<file path="src/rtl/line_fill_requester.sv">
// line_fill_requester: initiator side of the cache-line memory interface.
// Takes one miss transaction from a cache controller (an optional dirty-victim
// writeback followed by a line fill). It runs the memory
// enable/op_init/op_done handshake and returns the filled line. If memory
// does not answer within TIMEOUT_CYCLES, it returns an error instead.
//
// Ports:
//   clk, reset_n        clock, asynchronous active-low reset
//   req_*               miss request from the cache (req_ready decoded from state)
//   resp_*              one-cycle response pulse with filled line / error
//   mem_*               memory handshake (enable, op, address, data, init/done pulses)
module line_fill_requester #(
  parameter int unsigned ADDRESS_SIZE    = 12,
  parameter int unsigned CACHE_LINE_SIZE = 128,
  parameter int unsigned TIMEOUT_CYCLES  = 32
) (
  input  logic                       clk,
  input  logic                       reset_n,
  input  logic                       req_valid,
  output logic                       req_ready,
  input  logic                       req_wb,
  input  logic [ADDRESS_SIZE-1:0]    req_fill_addr,
  input  logic [ADDRESS_SIZE-1:0]    req_wb_addr,
  input  logic [CACHE_LINE_SIZE-1:0] req_wb_data,
  output logic                       resp_valid,
  output logic [CACHE_LINE_SIZE-1:0] resp_data,
  output logic [ADDRESS_SIZE-1:0]    resp_addr,
  output logic                       resp_error,
  output logic                       mem_enable,
  output logic                       mem_op,
  output logic [ADDRESS_SIZE-1:0]    mem_address,
  output logic [CACHE_LINE_SIZE-1:0] mem_data_in,
  output logic                       mem_op_init,
  output logic                       mem_op_done,
  input  logic [CACHE_LINE_SIZE-1:0] mem_data_out,
  input  logic                       mem_data_ready
);

  localparam int unsigned LINE_BYTES = CACHE_LINE_SIZE / 8;
  localparam int unsigned CNT_W      = $clog2(TIMEOUT_CYCLES + 1);
  localparam logic [ADDRESS_SIZE-1:0] ALIGN_MASK = ~ADDRESS_SIZE'(LINE_BYTES - 1);
  localparam logic [CNT_W-1:0]        CNT_MAX    = CNT_W'(TIMEOUT_CYCLES);

  typedef enum logic [2:0] {
    S_IDLE,
    S_WB_WAIT,
    S_WB_DRAIN,
    S_FILL_WAIT,
    S_FILL_DRAIN,
    S_RESP
  } state_t;

  state_t                   r_state;
  logic [CNT_W-1:0]         r_cnt;
  logic [ADDRESS_SIZE-1:0]  r_fill_addr;

  logic [CNT_W-1:0]         w_cnt_inc;
  logic                     w_expire;

  assign req_ready = (r_state == S_IDLE);

  // Saturating wait counter; expiry is judged on the value this edge would reach.
  assign w_cnt_inc = (r_cnt == CNT_MAX) ? r_cnt : r_cnt + CNT_W'(1);
  assign w_expire  = (w_cnt_inc == CNT_MAX);

  // Transaction sequencer with registered outputs.
  always_ff @(posedge clk or negedge reset_n) begin
    if (!reset_n) begin
      r_state     <= S_IDLE;
      r_cnt       <= '0;
      r_fill_addr <= '0;
      resp_valid  <= 1'b0;
      resp_data   <= '0;
      resp_addr   <= '0;
      resp_error  <= 1'b0;
      mem_enable  <= 1'b0;
      mem_op      <= 1'b0;
      mem_address <= '0;
      mem_data_in <= '0;
      mem_op_init <= 1'b0;
      mem_op_done <= 1'b0;
    end else begin
      mem_op_init <= 1'b0;
      mem_op_done <= 1'b0;
      resp_valid  <= 1'b0;

      case (r_state)
        S_IDLE: begin
          if (req_valid) begin
            r_fill_addr <= req_fill_addr & ALIGN_MASK;
            r_cnt       <= '0;
            resp_data   <= '0;
            resp_error  <= 1'b0;
            mem_enable  <= 1'b1;
            mem_op_init <= 1'b1;
            if (req_wb) begin
              mem_op      <= 1'b1;
              mem_address <= req_wb_addr & ALIGN_MASK;
              mem_data_in <= req_wb_data;
              r_state     <= S_WB_WAIT;
            end else begin
              mem_op      <= 1'b0;
              mem_address <= req_fill_addr & ALIGN_MASK;
              mem_data_in <= '0;
              r_state     <= S_FILL_WAIT;
            end
          end
        end

        S_WB_WAIT, S_FILL_WAIT: begin
          // Ready on the expiry edge still counts as success.
          if (mem_data_ready) begin
            mem_enable  <= 1'b0;
            mem_op_done <= 1'b1;
            if (r_state == S_FILL_WAIT) begin
              resp_data <= mem_data_out;
              r_state   <= S_FILL_DRAIN;
            end else begin
              r_state   <= S_WB_DRAIN;
            end
          end else if (w_expire) begin
            // Timeout ends the whole transaction; any pending fill is skipped.
            mem_enable  <= 1'b0;
            mem_op_done <= 1'b1;
            resp_data   <= '0;
            resp_addr   <= r_fill_addr;
            resp_error  <= 1'b1;
            resp_valid  <= 1'b1;
            r_state     <= S_RESP;
          end else begin
            r_cnt <= w_cnt_inc;
          end
        end

        S_WB_DRAIN: begin
          if (!mem_data_ready) begin
            r_cnt       <= '0;
            mem_enable  <= 1'b1;
            mem_op_init <= 1'b1;
            mem_op      <= 1'b0;
            mem_address <= r_fill_addr;
            mem_data_in <= '0;
            r_state     <= S_FILL_WAIT;
          end
        end

        S_FILL_DRAIN: begin
          if (!mem_data_ready) begin
            resp_addr  <= r_fill_addr;
            resp_valid <= 1'b1;
            r_state    <= S_RESP;
          end
        end

        S_RESP: begin
          resp_error <= 1'b0;
          r_state    <= S_IDLE;
        end

        default: begin
          r_state <= S_IDLE;
        end
      endcase
    end
  end

endmodule

</file>
<file path="config.mk">
export PLATFORM = sky130hd
export DESIGN_NAME = line_fill_requester
export DESIGN_NICKNAME = d
export VERILOG_FILES = /design/src/rtl/line_fill_requester.sv
export SDC_FILE = /design/constraint.sdc
export NUM_CORES = 1
export LEC_CHECK = 0
export ABC_CLOCK_PERIOD_IN_PS = 3600
export CORE_AREA = 3 3 220 222
export CTS_BUF_LIST = sky130_fd_sc_hd__clkbuf_8 sky130_fd_sc_hd__clkbuf_16
export DETAILED_ROUTE_END_ITERATION = 8
export DIE_AREA = 0 0 223 225
export PLACE_DENSITY = 0.55
export SYNTH_ARGS = -nofsm -noshare
export SYNTH_HDL_FRONTEND = slang
export SYNTH_SLANG_ARGS = --single-unit
</file>
<file path="constraint.sdc">
create_clock -name clk -period 3.6 [get_ports clk]
set_clock_uncertainty 0.05 [all_clocks]
set_input_delay 0.72 -clock clk [delete_from_list [all_inputs] [get_ports clk]]
set_output_delay 0.72 -clock clk [all_outputs]
set_load 0.03 [all_outputs]
</file>
==> flow_summary.toml <==
[setup_path]
cp_slowest_stage_delay_ns = 0.74
crit_path_top_delay_cell = "clkdlybuf4s50_1"
critPathKind = "reg2out"
critPathCaptureType = "output port"
cp.required_ns = 2.83
critPathLaunchType = "flop"
cp.arrival_ns = 2.08
crit_chain = "nor3_1 -> clkdlybuf4s50_1"
worst-path-max-fanout = 12
crit_family = "buffers and inverters"
path_buf_inv = 1

[status]
status = "completed"

[yosys]
ys_ff_latch = 295
syn_inst = 764
ys_seq_area_share_pct = 67.04
synth_area_per_cell_um2 = 14.41
netlist_area_um2 = 11010
yosysWarnings = 0
ys_types = 46

[power]
ir_drop_mv = 0.5904
cellPowerDensity_nw_per_um2 = 933.8
leakagePower_uw = 0.008089

[floorplanning]
core_area_um2 = 46560
initial_utilization_pct = 23.65
dieHeight_um = 225
die-area_um2 = 50180
rows = 79
ios = 572
die_width_um = 223

[sta]
drv_slew = 0
worst_slew_pin_slew_ns = 0.7742
setup_slack_ns = 0.7470
finalHoldViolations = 0
finalCriticalPeriod_ns = 2.853
hold_ws_ns = 0.07541
rsz0062_at_grt = "false"
post-route-period-util_pct = 79.25
max_freq_mhz = 350.5
setup_viol = 0
maxSlewHeadroom_pct = 48.19
finalSetupTns_ns = 0

[layout]
syn_to_final_growth_pct = 66.82
final_util_pct = 39.46
postLayoutCellArea_um2 = 18370
fin_nets = 1598
most-common-layout-cells = "554 x clkdlybuf4s50_1, 295 x dfrtp_1, 257 x a22o_1"
final_common_cell = "clkdlybuf4s50_1"
layout-drive-gt1-share_pct = 7.255

[drt]
remaining_drc_errors = 0
wirelength_um = 39310
via_per_inst = 4.513
vias = 8782
antenna_left = 0
drt_iter0_markers = 427
drt_pass1_iterations = 4
avgRoutedWirePerCell_um = 20.20

[placed_design]
routabilityCongestion = 0.8035
place_ws_ns = 0.4878
io_buffers = 555
dpl_cell_area_um2 = 17250
dp_hpwl_um = 28150

[clocking]
cts_inserted_buffers = 35
cts_setup_buffers = 0
cts_tree = "built"
ctsRootBufferMaster = "clkbuf_16"
cts_resized = 0
insertion_delay_ns = 0.53
cts_sinks = 295
path_clk_slew_ns = 0.06
hold_buffers = 0
cts_buffer_depth = 3
htree_levels = 2

[global_route]
antenna_found_initial = 2
grt_max_degree = 110
overflow = 0
grt_first_pass_wirelength_um = 58230
grt_util_all_layers_pct = 14.84
grt_pass1_vias = 9092

[run]
maxCapViolations = 0

[min_path]
min_path_type = "in2async"
[synthesized netlist by cell type (all sizes together)]
master / n / share of area, %
a22o: 257 / 20
o21a: 2 / 0.14
clkbuf: 23 / 0.78
nor4: 1 / 0.11
conb: 1 / 0.034
a21oi: 5 / 0.26
inv: 8 / 0.27
nor3: 3 / 0.24
mux2i: 8 / 0.73
buf: 50 / 3.3
nand3: 3 / 0.14
a22oi: 1 / 0.068
o31a: 1 / 0.16
a41oi: 1 / 0.080
a21o: 3 / 0.20
and3: 1 / 0.057
a211oi: 1 / 0.068
and2: 1 / 0.057
ha: 2 / 0.23
o21ai: 28 / 1.3
nand2b: 3 / 0.17
o211ai: 1 / 0.068
nand4: 1 / 0.057
nor2b: 1 / 0.057
nand2: 28 / 0.95
a221oi: 1 / 0.080
mux2: 16 / 1.6
or4b: 1 / 0.091
o31ai: 1 / 0.068
or4: 1 / 0.068
a31oi: 1 / 0.19
a31o: 2 / 0.16
o311ai: 1 / 0.080
o21bai: 1 / 0.10
nor2: 9 / 0.45
dfrtp: 295 / 67
xnor2: 1 / 0.080
[where the power goes]
part | total, µW | internal, µW | switching, µW
logic | 8380 | 3570 | 4810
clock network | 3440 | 2010 | 1430
registers | 5330 | 4580 | 756
[stage by stage]
stage | std cells | power [µW]
after floorplan | 771 | 10190
after global placement | 1881 | 13780
after detailed placement | 1881 | 13850
after CTS | 1944 | 17420
after global routing | 1946 | 18010
final | 1946 | 17150
[sequential cells by signal (all words and copies together), names as in the netlist, 3 cells and up]
signal	cells
r_fill_addr	8
r_cnt	6
resp_addr	8
mem_address	8
mem_data_in	128
resp_data	128
r_state	3
[final cells by class]
type	count	area, µm²
clock inverter	25	190.2
clock buffer	38	928.4
sequential	295	7382
fill	4470	28190
tap	607	759.5
timing repair buffer	576	5868
antenna	2	5.005
multi-input combinational	395	3207
inverter	8	30.03
[metal layers]
metal	GRT usage (%)	wire [µm]	vias to the layer above
li1	-	-	3995
met1	18.63	16180	4415
met2	24.62	19350	309
met3	3.921	2679	63
met4	5.640	1111	0
met5	0	0	-
[worst paths after layout]
path | slack (ns) | cells past startpoint | to | from
worst max-delay path | 0.75 | 2 | req_ready | r_state[2]
worst min-delay path | 0.08 | 1 | mem_data_in[124] | reset_n
worst max register to register | 0.87 | 8 | resp_data[66] | r_cnt[0]
worst min register to register | 0.43 | 1 | mem_op | mem_op
max in group asynchronous | 2.56 | 2 | resp_data[55] | reset_n
min in group clk | 0.43 | 1 | mem_op | mem_op
[cells by family after synthesis]
kind of cell,Yosys count,synth area share (%)
AO/OA/AOI/OAI,307,23.47
flip-flops,295,67.04
buffers and inverters,81,4.329
AND/OR/NAND/NOR,53,2.454
multiplexers,24,2.363
adder cells (fa/ha/maj),2,0.2272
other,1,0.03405
XOR/XNOR,1,0.07955
(Power assumes the default switching activity.)
